## config.mk

```make
export PLATFORM = sky130hd
export DESIGN_NAME = ssemi_adc_decimator_cfg_sequencer_flat
export DESIGN_NICKNAME = d
export VERILOG_FILES = /design/src/rtl/ssemi_adc_decimator_cfg_sequencer_if.sv /design/src/rtl/ssemi_adc_decimator_cfg_sequencer.sv /design/src/flat_wrapper.sv
export SDC_FILE = /design/constraint.sdc
export NUM_CORES = 1
export LEC_CHECK = 0
export BUFFER_PORTS_ARGS = -buffer_cell sky130_fd_sc_hd__buf_2
export CORE_MARGIN = 1.5
export CORE_UTILIZATION = 60
export CTS_BUF_LIST = sky130_fd_sc_hd__clkbuf_4
export DETAILED_ROUTE_END_ITERATION = 10
export HOLD_SLACK_MARGIN = 0.1
export PLACE_DENSITY = 0.87
export RECOVER_POWER = 25
export SLEW_MARGIN = 20
export SYNTH_ARGS = -nofsm -noshare
export SYNTH_HDL_FRONTEND = slang
export SYNTH_SLANG_ARGS = --single-unit
```

## constraint.sdc

```tcl
create_clock -name i_clk -period 10 [get_ports i_clk]
set_input_delay 1 -clock i_clk [delete_from_list [all_inputs] [get_ports i_clk]]
set_output_delay 1 -clock i_clk [all_outputs]
set_load 0.05 [all_outputs]
```

## src/rtl/ssemi_adc_decimator_cfg_sequencer_if.sv

```systemverilog
// Handshake bundle between the coefficient sequencer, its coefficient source and the decimator config port.
// A word moves on a rising clock edge only when valid and ready are both high; the side raising valid holds its payload stable until that edge.
interface ssemi_adc_decimator_cfg_sequencer_if #(
  parameter int COEFF_WIDTH = 18
);
  logic                   coeff_valid;
  logic [COEFF_WIDTH-1:0] coeff_data;
  logic                   coeff_ready;
  logic                   cfg_valid;
  logic [7:0]             cfg_addr;
  logic [31:0]            cfg_data;
  logic                   cfg_ready;

  modport master (
    input  coeff_valid, coeff_data, cfg_ready,
    output coeff_ready, cfg_valid, cfg_addr, cfg_data
  );

  modport slave (
    output coeff_valid, coeff_data, cfg_ready,
    input  coeff_ready, cfg_valid, cfg_addr, cfg_data
  );
endinterface

```

## src/rtl/ssemi_adc_decimator_cfg_sequencer.sv

```systemverilog
// Loads a range of FIR or halfband coefficients into the decimator config port, one word at a time,
// with command range checking, the halfband zero-tap rule, a per-write timeout and abort.
module ssemi_adc_decimator_cfg_sequencer #(
  parameter int FIR_TAPS       = 64,
  parameter int HALFBAND_TAPS  = 33,
  parameter int HB_BASE_ADDR   = 64,
  parameter int COEFF_WIDTH    = 18,
  parameter int TIMEOUT_CYCLES = 255
) (
  input  logic                                  i_clk,
  input  logic                                  i_rst_n,
  input  logic                                  i_start,
  input  logic                                  i_abort,
  input  logic                                  i_sel_halfband,
  input  logic [7:0]                            i_base_idx,
  input  logic [7:0]                            i_count,
  ssemi_adc_decimator_cfg_sequencer_if.master   bus,
  output logic                                  o_busy,
  output logic                                  o_done,
  output logic                                  o_error,
  output logic [2:0]                            o_error_type,
  output logic [7:0]                            o_words_written,
  output logic [2:0]                            o_state_dbg
);

  typedef enum logic [2:0] {
    S_IDLE  = 3'd0,
    S_CHECK = 3'd1,
    S_FETCH = 3'd2,
    S_WRITE = 3'd3,
    S_DONE  = 3'd4,
    S_ERR   = 3'd5
  } state_e;

  localparam logic [2:0] ERR_RANGE   = 3'b001;
  localparam logic [2:0] ERR_TIMEOUT = 3'b010;
  localparam logic [2:0] ERR_SYM     = 3'b011;
  localparam logic [2:0] ERR_ABORT   = 3'b100;

  localparam int              WAIT_W    = $clog2(TIMEOUT_CYCLES + 1);
  localparam logic [WAIT_W-1:0] WAIT_LAST = WAIT_W'(TIMEOUT_CYCLES - 1);
  localparam logic [8:0]      FIR_SIZE  = 9'(FIR_TAPS);
  localparam logic [8:0]      HB_SIZE   = 9'(HALFBAND_TAPS);
  localparam logic [7:0]      HB_CENTER = 8'((HALFBAND_TAPS - 1) / 2);
  localparam logic [7:0]      HB_BASE   = 8'(HB_BASE_ADDR);

  state_e              state_q;
  logic                sel_hb_q;
  logic [7:0]          base_q;
  logic [7:0]          count_q;
  logic [7:0]          offset_q;
  logic [WAIT_W-1:0]   wait_q;
  logic                coeff_ready_q;
  logic                cfg_valid_q;
  logic [7:0]          cfg_addr_q;
  logic [31:0]         cfg_data_q;
  logic                busy_q;
  logic                done_q;
  logic                error_q;
  logic [2:0]          err_type_q;
  logic [7:0]          words_q;

  logic [8:0]          range_end;
  logic                range_bad;
  logic [7:0]          abs_idx;
  logic                sym_bad;
  logic                src_xfer;
  logic                cfg_xfer;
  logic                last_word;
  logic                err_hit;
  logic [2:0]          err_code;

  // Range is evaluated one bit wider than the operands so base+count cannot wrap past the bank end.
  assign range_end = {1'b0, base_q} + {1'b0, count_q};
  assign range_bad = (count_q == 8'd0) || (range_end > (sel_hb_q ? HB_SIZE : FIR_SIZE));
  assign abs_idx   = base_q + offset_q;
  assign sym_bad   = sel_hb_q && abs_idx[0] && (abs_idx != HB_CENTER) &&
                     (bus.coeff_data != '0);
  assign src_xfer  = coeff_ready_q && bus.coeff_valid;
  assign cfg_xfer  = cfg_valid_q && bus.cfg_ready;
  assign last_word = (offset_q + 8'd1) == count_q;

  // Only one error source can be live per state; abort always wins.
  always_comb begin
    err_hit  = 1'b0;
    err_code = 3'b000;
    case (state_q)
      S_CHECK: begin
        if (i_abort) begin
          err_hit  = 1'b1;
          err_code = ERR_ABORT;
        end else if (range_bad) begin
          err_hit  = 1'b1;
          err_code = ERR_RANGE;
        end
      end
      S_FETCH: begin
        if (i_abort) begin
          err_hit  = 1'b1;
          err_code = ERR_ABORT;
        end else if (src_xfer && sym_bad) begin
          err_hit  = 1'b1;
          err_code = ERR_SYM;
        end
      end
      S_WRITE: begin
        if (i_abort) begin
          err_hit  = 1'b1;
          err_code = ERR_ABORT;
        end else if (!bus.cfg_ready && (wait_q == WAIT_LAST)) begin
          err_hit  = 1'b1;
          err_code = ERR_TIMEOUT;
        end
      end
      default: begin
        err_hit  = 1'b0;
        err_code = 3'b000;
      end
    endcase
  end

  always_ff @(posedge i_clk or negedge i_rst_n) begin
    if (!i_rst_n) begin
      state_q       <= S_IDLE;
      sel_hb_q      <= 1'b0;
      base_q        <= 8'd0;
      count_q       <= 8'd0;
      offset_q      <= 8'd0;
      wait_q        <= '0;
      coeff_ready_q <= 1'b0;
      cfg_valid_q   <= 1'b0;
      cfg_addr_q    <= 8'd0;
      cfg_data_q    <= 32'd0;
      busy_q        <= 1'b0;
      done_q        <= 1'b0;
      error_q       <= 1'b0;
      err_type_q    <= 3'b000;
      words_q       <= 8'd0;
    end else begin
      done_q <= 1'b0;
      // A write accepted alongside an abort still landed in the decimator, so it is counted.
      if ((state_q == S_WRITE) && cfg_xfer) begin
        words_q  <= words_q + 8'd1;
        offset_q <= offset_q + 8'd1;
      end
      if (err_hit) begin
        state_q       <= S_ERR;
        error_q       <= 1'b1;
        err_type_q    <= err_code;
        busy_q        <= 1'b0;
        cfg_valid_q   <= 1'b0;
        coeff_ready_q <= 1'b0;
      end else begin
        case (state_q)
          S_IDLE: begin
            if (i_start) begin
              sel_hb_q   <= i_sel_halfband;
              base_q     <= i_base_idx;
              count_q    <= i_count;
              offset_q   <= 8'd0;
              error_q    <= 1'b0;
              err_type_q <= 3'b000;
              words_q    <= 8'd0;
              busy_q     <= 1'b1;
              state_q    <= S_CHECK;
            end
          end
          S_CHECK: begin
            coeff_ready_q <= 1'b1;
            state_q       <= S_FETCH;
          end
          S_FETCH: begin
            if (src_xfer) begin
              coeff_ready_q <= 1'b0;
              cfg_valid_q   <= 1'b1;
              cfg_addr_q    <= sel_hb_q ? (HB_BASE + abs_idx) : abs_idx;
              cfg_data_q    <= {{(32 - COEFF_WIDTH){bus.coeff_data[COEFF_WIDTH-1]}},
                                bus.coeff_data};
              wait_q        <= '0;
              state_q       <= S_WRITE;
            end
          end
          S_WRITE: begin
            if (cfg_xfer) begin
              cfg_valid_q <= 1'b0;
              if (last_word) begin
                done_q  <= 1'b1;
                busy_q  <= 1'b0;
                state_q <= S_DONE;
              end else begin
                coeff_ready_q <= 1'b1;
                state_q       <= S_FETCH;
              end
            end else begin
              wait_q <= wait_q + WAIT_W'(1);
            end
          end
          S_DONE:  state_q <= S_IDLE;
          S_ERR:   state_q <= S_IDLE;
          default: state_q <= S_IDLE;
        endcase
      end
    end
  end

  assign bus.coeff_ready = coeff_ready_q;
  assign bus.cfg_valid   = cfg_valid_q;
  assign bus.cfg_addr    = cfg_addr_q;
  assign bus.cfg_data    = cfg_data_q;
  assign o_busy          = busy_q;
  assign o_done          = done_q;
  assign o_error         = error_q;
  assign o_error_type    = err_type_q;
  assign o_words_written = words_q;
  assign o_state_dbg     = state_q;

endmodule

```

## src/flat_wrapper.sv

```systemverilog
// flat-port wrapper written by rule: the top's interface ports become plain ports
module ssemi_adc_decimator_cfg_sequencer_flat 
#(
  parameter int FIR_TAPS       = 64,
  parameter int HALFBAND_TAPS  = 33,
  parameter int HB_BASE_ADDR   = 64,
  parameter int COEFF_WIDTH    = 18,
  parameter int TIMEOUT_CYCLES = 255
)
  (i_clk, i_rst_n, i_start, i_abort, i_sel_halfband, i_base_idx, i_count, o_busy, o_done, o_error, o_error_type, o_words_written, o_state_dbg, bus_coeff_valid, bus_coeff_data, bus_cfg_ready, bus_coeff_ready, bus_cfg_valid, bus_cfg_addr, bus_cfg_data);
  ssemi_adc_decimator_cfg_sequencer_if #(.COEFF_WIDTH(COEFF_WIDTH)) bus_i ();
  input  logic i_clk;
  input  logic i_rst_n;
  input  logic i_start;
  input  logic i_abort;
  input  logic i_sel_halfband;
  input  logic [7:0] i_base_idx;
  input  logic [7:0] i_count;
  output logic o_busy;
  output logic o_done;
  output logic o_error;
  output logic [2:0] o_error_type;
  output logic [7:0] o_words_written;
  output logic [2:0] o_state_dbg;
  input wire logic [$bits(bus_i.coeff_valid)-1:0] bus_coeff_valid;
  input wire logic [$bits(bus_i.coeff_data)-1:0] bus_coeff_data;
  input wire logic [$bits(bus_i.cfg_ready)-1:0] bus_cfg_ready;
  output wire logic [$bits(bus_i.coeff_ready)-1:0] bus_coeff_ready;
  output wire logic [$bits(bus_i.cfg_valid)-1:0] bus_cfg_valid;
  output wire logic [$bits(bus_i.cfg_addr)-1:0] bus_cfg_addr;
  output wire logic [$bits(bus_i.cfg_data)-1:0] bus_cfg_data;
  assign bus_i.coeff_valid = bus_coeff_valid;
  assign bus_i.coeff_data = bus_coeff_data;
  assign bus_i.cfg_ready = bus_cfg_ready;
  assign bus_coeff_ready = bus_i.coeff_ready;
  assign bus_cfg_valid = bus_i.cfg_valid;
  assign bus_cfg_addr = bus_i.cfg_addr;
  assign bus_cfg_data = bus_i.cfg_data;
  ssemi_adc_decimator_cfg_sequencer #(.FIR_TAPS(FIR_TAPS), .HALFBAND_TAPS(HALFBAND_TAPS), .HB_BASE_ADDR(HB_BASE_ADDR), .COEFF_WIDTH(COEFF_WIDTH), .TIMEOUT_CYCLES(TIMEOUT_CYCLES)) u_core (.i_clk(i_clk), .i_rst_n(i_rst_n), .i_start(i_start), .i_abort(i_abort), .i_sel_halfband(i_sel_halfband), .i_base_idx(i_base_idx), .i_count(i_count), .bus(bus_i), .o_busy(o_busy), .o_done(o_done), .o_error(o_error), .o_error_type(o_error_type), .o_words_written(o_words_written), .o_state_dbg(o_state_dbg));
endmodule
```

==> flow_summary.yaml, run 1 <==
status:
  status: "finished, violations left"
  violations: "capacitance limit, slew limit"
clock_network:
  clock_path_buffers: 2
  post_cts_buffers: 0
  cts_root_buffer: "clkbuf_4"
  hold_buffers: 0
  cts_tree: "done"
  cts.sinks: 78
  htreeDepth: 3
  numCtsBuffers: 9
  clock_latency_ns: 0.44
  clk_pin_slew_ns: 0.12
  cts_resized: 0
placed_design:
  globalplace.congestion: 0.990
  dp_hpwl_um: 7750
  io_buffers: 99
worst_setup_path:
  slowest_stage: "clkbuf_1"
  critPathMaxFanout: 78
  cp-start-kind: "input pin"
  r2r_start: "u_core.count_q[0]"
  crit_path_max_incr_delay_ns: 2.80
  arrival_ns: 3.86
  cp.required_ns: 9.62
  path_delay_family: "buffers and inverters"
  cp-end-kind: "asynchronous set/reset pin"
  crit_buf_inv: 1
  path_class: "input pin to asynchronous set/reset pin"
  r2r-end: "u_core.o_error_type[0]"
  reg2reg_slack_ns: 6.26
  reg2reg_depth: 15
  path_cells: "clkbuf_1"
route:
  wl_per_cell_um: 15.0
  drtIter0Drc: 233
  ant_nets: 0
  drt_wl_total_um: 10500
  vias: 3924
  vias_per_cell: 5.62
  drtPass1Iterations: 5
  post-route-drc-count: 0
synth:
  synth_area_leaders: "dfrtp_1 (44%), nand2_1 (12%), ha_1 (6.2%)"
  synth_top_area_share: 0.438
  synth_top_family_by_area: "simple AND/OR/NAND/NOR gates"
  synth_ff_type: "dfrtp_1"
  yosysWarnings: 0
  ys_types: 54
  async_flop_share: 1.00
  synth-simple-area-share: 0.254
  synth_xor_area_frac: 0.0707
  synth-compound-area-share: 0.122
  synth_largest_area_cell: "dfrtp_1"
  syn_area_um2: 4460
  synth_edf_count: 0
  synth_adder_area_share: 0.0707
  ys_ff_latch: 78
  syn-num-nets: 572
  synth_mux_area_frac: 0.00252
  yosysSeqAreaShare: 0.438
  syn_inst: 507
  postSynthAreaPerCell_um2: 8.80
sta:
  period_share: 0.424
  post-route-min-period_ns: 4.24
  max-slew-margin-rel: -1.71
  tightest_slew_ns: 4.06
  tns_ns: 0
  clock_skew_ns: 0.0175
  setup_viol: 0
  finalHoldViolCount: 0
  report.final.slew_viol_count: 79
  rsz0062_at_grt: "no"
  fmax_mhz: 236
finish:
  diodes: 0
  area_delta_synth_final_pct: 14.7
  nets: 659
  utilization: 0.709
  drive_above_1_share: 0.215
global_route:
  gr-total-overflow: 0
  grt.total_usage: 0.279
  grt_antenna_before_repair: 0
  grt_pass1_wl_um: 17000
  first_global_vias: 3701
  grt_max_degree: 79
power:
  powerDensity_nw_per_um2: 316
  internal-power_w: 0.000767
  p_comb_frac: 0.573
  seqPwrFrac: 0.309
  peakVddDrop_uv: 137
  clkPwrFrac: 0.119
  power.switching_w: 0.000847
  netSwitchingFraction: 0.525
  p_leak_nw: 2.70
worst_hold_path:
  worst_hold_path_type: "flop to flop"
  hold_depth: 2
  hold_end: "u_core.bus.cfg_data[2]"
  worstHoldStart: "u_core.bus.cfg_data[2]"
die:
  start_util: 0.618
  rows: 31
  die_h_um: 89.2
  fp.dieArea_um2: 7960
  io-pin-count: 100
  chipWidth_um: 89.2
  core_um2: 7210
run:
  drv_cap: 1
==> layout make-up <==
type / instances / area, um^2
Clock inverter: 7 / 73.8
Fill cell: 597 / 2100
Timing Repair Buffer: 102 / 524
Tap cell: 99 / 124
Multi-Input combinational cell: 392 / 2330
Inverter: 11 / 41.3
Sequential cell: 78 / 1950
Clock buffer: 9 / 67.6
==> layer usage <==
metal | share of wire | vias to the layer above | wire length, um | track usage
met5 | 0 | - | 0 | 0
met4 | 0.018 | 0 | 192 | 0.0923
met3 | 0.071 | 23 | 741 | 0.0628
met2 | 0.46 | 149 | 4840 | 0.448
met1 | 0.45 | 1848 | 4680 | 0.377
li1 | - | 1904 | - | -
==> flip-flops by register name, indices dropped and copies added, names as in the netlist, 3 cells and up <==
signal,cells
u_core.base_q,8
u_core.bus.cfg_addr,8
u_core.bus.cfg_data,18
u_core.count_q,8
u_core.o_error_type,3
u_core.o_state_dbg,3
u_core.o_words_written,8
u_core.offset_q,8
u_core.wait_q,8
==> tightest hold or removal path, delay by kind of cell, from the launching register on <==
kind             cells  cell delay, ns
flip-flops           1            0.36
AND/OR/NAND/NOR      2            0.11
==> placed cells by master (no fill, tap or decap), types with 3 or more instances in the layout <==
cell type	instances
nand2_1	138
buf_2	98
dfrtp_1	78
nor2_1	36
o21ai_0	26
xor2_1	23
ha_1	22
a21oi_1	20
xnor2_1	13
inv_1	11
nand3_1	9
or3_1	9
clkbuf_4	9
nor3_1	8
a211oi_1	7
and3_1	6
nand4_1	6
nor4_1	6
a21o_1	5
o21bai_1	4
o211ai_1	4
a31oi_1	4
nand2b_1	3
nor2b_1	3
and4_1	3
nand3b_1	3
or2_2	3
==> how the worst max path moves through the flow <==
| stage | endpoint | cells after the start | from | slack (ns) |
|---|---|---|---|---|
| after floorplan | u_core.o_state_dbg[0] | 16 | u_core.count_q[0] | 6.77 |
| after global placement | u_core.o_state_dbg[0] | 16 | u_core.count_q[0] | 6.58 |
| after detailed placement | u_core.o_error_type[0] | 15 | u_core.count_q[0] | 6.41 |
| after CTS | u_core.o_error_type[0] | 15 | u_core.count_q[0] | 6.30 |
| after global routing | u_core.bus.cfg_data[0] | 1 | i_rst_n | 4.95 |
| final | u_core.o_state_dbg[2] | 1 | i_rst_n | 5.76 |
==> cells in the mapped netlist (all sizes together), types with 5 or more instances <==
cell type and count:
dfrtp 78, nor4 8, clkbuf 12, nand2 138
ha 22, nor2 36, a211oi 7, nand4 6
inv 11, or3 9, o21ai 26, buf 14
xor2 23, and3 6, nor3 9, xnor2 13
nand3 10, a21oi 21, a21o 5
==> power by group through the flow <==
stage	Clock [W]	Combinational (W)	Sequential, W
final	0.000192	0.000924	0.000498
after global routing	0.000210	0.00101	0.000514
after CTS	0.000199	0.000917	0.000496
after detailed placement	0	0.000907	0.000503
after global placement	0	0.000889	0.000499
after floorplan	0	0.000555	0.000664
==> per-stage QoR <==
step / hold slack (ns) / power (W) / cell area [um^2] / setup WS, ns / instances
floorplan: 0.476 / 0.00122 / 4460 / 6.77 / 507
global placement: 0.455 / 0.00139 / 4950 / 6.58 / 680
detailed placement: 0.457 / 0.00141 / 4970 / 6.41 / 681
CTS: 0.487 / 0.00161 / 5110 / 6.30 / 697
global route: 0.507 / 0.00173 / 5110 / 4.95 / 698
finish: 0.484 / 0.00161 / 5110 / 5.76 / 698
==> logic make-up (layout without fill, tap and decap cells) <==
group,Yosys count,after routing
AOI/OAI and AO/OA,86,86
xor gates and xnor gates,36,36
adders and majority gates,24,24
buffers and inverters,37,129
DFF,78,78
muxes,1,1
and+or+nand+nor,245,245
Note: power is estimated with default switching activity, not from simulation.
==> run 2: changes to the inputs <==
--- a/config.mk
+++ b/config.mk
@@ -5,13 +5,14 @@
 export SDC_FILE = /design/constraint.sdc
 export NUM_CORES = 1
 export LEC_CHECK = 0
+export ABC_AREA = 1
 export BUFFER_PORTS_ARGS = -buffer_cell sky130_fd_sc_hd__buf_2
 export CORE_MARGIN = 1.5
-export CORE_UTILIZATION = 60
+export CORE_UTILIZATION = 57
 export CTS_BUF_LIST = sky130_fd_sc_hd__clkbuf_4
 export DETAILED_ROUTE_END_ITERATION = 10
 export HOLD_SLACK_MARGIN = 0.1
-export PLACE_DENSITY = 0.87
+export PLACE_DENSITY = 0.83
 export RECOVER_POWER = 25
 export SLEW_MARGIN = 20
 export SYNTH_ARGS = -nofsm -noshare
==> constraint.sdc (replaced) <==
create_clock -name i_clk -period 3.9 [get_ports i_clk]
set_input_delay 0.39 -clock i_clk [delete_from_list [all_inputs] [get_ports i_clk]]
set_output_delay 0.39 -clock i_clk [all_outputs]
set_load 0.05 [all_outputs]
==> run 2 against run 1 <==
Net effect:
- the run still ends with capacitance limit, slew limit left
- cell area grew 4.7%
- synthesized cell count rose by 21%
- register-to-register slack got worse by 5.9 ns
- sequential power grew to 2.6 times the previous value
- sequential share of layout area shrank 1.7 points
- critical endpoint is now u_core.bus.cfg_addr[5]
- largest power group unchanged
- highest routed layer unchanged
==> flow_summary.yaml, run 2 <==
clock_network:
  htreeDepth: 3
  clock_latency_ns: 0.44
  cts_resized: 0
  cts.sinks: 78
  cts_tree: "done"
  clock_path_buffers: 2
  clk_pin_slew_ns: 0.12
  cts_root_buffer: "clkbuf_4"
  hold_buffers: 0
  numCtsBuffers: 9
  post_cts_buffers: 0
placed_design:
  io_buffers: 99
  globalplace.congestion: 0.947
  pre_cts_slack_ns: 0.343
  dp_hpwl_um: 8100
sta:
  max-slew-margin-rel: -0.255
  report.final.slew_viol_count: 79
  post-route-min-period_ns: 3.56
  setup_ws_ns: 0.341
  setup_viol: 0
  tns_ns: 0
  period_share: 0.913
  rsz0062_at_grt: "no"
  finalHoldViolCount: 0
  tightest_slew_ns: 1.88
  clock_skew_ns: 0.0199
  fmax_mhz: 281
die:
  io-pin-count: 100
  core_um2: 8180
  die_h_um: 94.6
  chipWidth_um: 94.6
  rows: 33
  fp.dieArea_um2: 8950
  start_util: 0.585
worst_setup_path:
  critPathCapture: "u_core.bus.cfg_addr[5]"
  r2r_start: "u_core.count_q[0]"
  reg2reg_slack_ns: 0.34
  arrival_ns: 3.90
  reg2reg_depth: 19
  cp-start-kind: "flop"
  r2r-end: "u_core.bus.cfg_addr[5]"
  cp-end-kind: "flop"
  critPathMaxFanout: 26
  cp.required_ns: 4.24
  path_class: "flop to flop"
  crit_path_start: "u_core.count_q[0]"
finish:
  drive_above_1_share: 0.216
  final_common_cell: "nand2_1"
  largest_reg_flops: 18
  layout_common_cells: "nand2_1 (172), buf_2 (98), dfrtp_1 (78)"
  nFillCells: 710
  area_delta_synth_final_pct: 12.0
  nets: 761
  diodes: 0
  ff_latch_area_um2: 1950
  multi_input_area_um2: 2370
synth:
  ys_types: 44
  yosysMostFrequentCell: "nand2_1"
  synth_edf_count: 0
  ys_top_cells_by_count: "nand2_1 (172), dfrtp_1 (78), inv_1 (73)"
  syn_area_um2: 4780
  syn_inst: 611
  syn-num-nets: 676
  synth_area_leaders: "dfrtp_1 (41%), nand2_1 (14%), ha_1 (5.8%)"
  async_flop_share: 1.00
  ys_ff_latch: 78
  postSynthAreaPerCell_um2: 7.83
  yosysWarnings: 0
  synth_top_area_share: 0.408
  synth_largest_area_cell: "dfrtp_1"
  yosysSeqAreaShare: 0.408
  synth_ff_type: "dfrtp_1"
route:
  drtPass1Iterations: 5
  drtIter0Drc: 217
  ant_nets: 0
  vias_per_cell: 5.34
  post-route-drc-count: 0
  drt_wl_total_um: 11100
  vias: 4302
  wl_per_cell_um: 13.8
global_route:
  grt_antenna_before_repair: 0
  grt.total_usage: 0.255
  first_global_vias: 3951
  gr-total-overflow: 0
  grt_pass1_wl_um: 17600
  grt_max_degree: 79
worst_hold_path:
  worst_hold_path_type: "input pin to flop"
status:
  violations: "capacitance limit, slew limit"
  status: "finished, violations left"
run:
  drv_cap: 1
power:
  peakVddDrop_uv: 239
  powerDensity_nw_per_um2: 766
  p_leak_nw: 2.96
-- run 2: cell types whose count changed after synthesis, moves of 14 or more --
cell     previous run  this run
inv_1              11        73
o21ai_0            26        12
nand2_1           138       172
nor2_1             36        52
o21ai_1             0        26
nand3_1             9        30
-- run 2: area by class of cell --
type	count	share of cell area
inverters	77	0.0549
clock inverters	5	0.00514
repair buffers	100	0.0939
clock buffers	10	0.0140
multi-input cells	430	0.443
well taps	105	0.0245
flip-flops and latches	78	0.364
-- run 2: metal layers --
layer  routed length (um)  global-route usage  vias to the layer above
met2                 5120               0.417                      165
met1                 4850               0.321                     1988
met3                  710              0.0467                       33
met4                  398               0.134                        0
li1                     -                   -                     2116
met5                    0                   0                        -
-- run 2: worst min path at each step --
| stage | startpoint | end | slack, ns | cells past startpoint |
|---|---|---|---|---|
| after global placement | u_core.o_error | u_core.o_error | 0.46 | 2 |
| after detailed placement | u_core.bus.cfg_addr[4] | u_core.bus.cfg_addr[4] | 0.47 | 2 |
| after global routing | i_count[4] | u_core.count_q[4] | 0.13 | 3 |
| after floorplan | i_rst_n | u_core.base_q[0] | 0.09 | 0 |
| final | i_count[5] | u_core.count_q[5] | 0.15 | 3 |
| after CTS | i_rst_n | u_core.bus.cfg_data[0] | 0.13 | 1 |
-- run 2: cell families after synthesis --
family	count (synthesis)	share of synthesized area
AO/OA/AOI/OAI	77	0.0979
adder cells (fa/ha/maj)	24	0.0659
flip-flops	78	0.408
XOR/XNOR	21	0.0385
AND/OR/NAND/NOR	307	0.291
buffers and inverters	104	0.0984
-- run 2: metrics by stage --
stage | instance area (um^2) | power (W) | hold slack [ns] | instances | util
final | 5360 | 0.00410 | 0.146 | 805 | 0.655
after global routing | 5360 | 0.00443 | 0.133 | 805 | 0.655
after CTS | 5350 | 0.00407 | 0.128 | 804 | 0.654
after detailed placement | 5240 | 0.00366 | 0.475 | 789 | 0.641
after global placement | 5240 | 0.00357 | 0.464 | 789 | 0.641
after floorplan | 4780 | 0.00317 | 0.0944 | 611 | -
-- run 2: power by group --
| group | leakage (nW) | switching (W) | internal [W] |
|---|---|---|---|
| clock network | 0.0634 | 0.000274 | 0.000131 |
| logic | 1.86 | 0.00167 | 0.000742 |
| registers | 1.04 | 0.000243 | 0.00104 |
| total | 2.96 | 0.00219 | 0.00191 |
-- run 2: critical path, cell delays in order, from the launching register on --
cell,delay [ns]
dfrtp_1,0.42
ha_1,0.18
inv_1,0.05
fa_1,0.38
inv_1,0.08
nand3_1,0.08
nand2_1,0.11
a31oi_1,0.10
xnor2_1,0.15
ha_1,0.30
nand2_1,0.07
nor2_1,0.09
nand3_1,0.08
nand2_1,0.07
nand4_1,0.09
nor2_2,0.13
nand3_2,0.10
nand2_4,0.13
nand4_2,0.52
o21ai_1,0.35
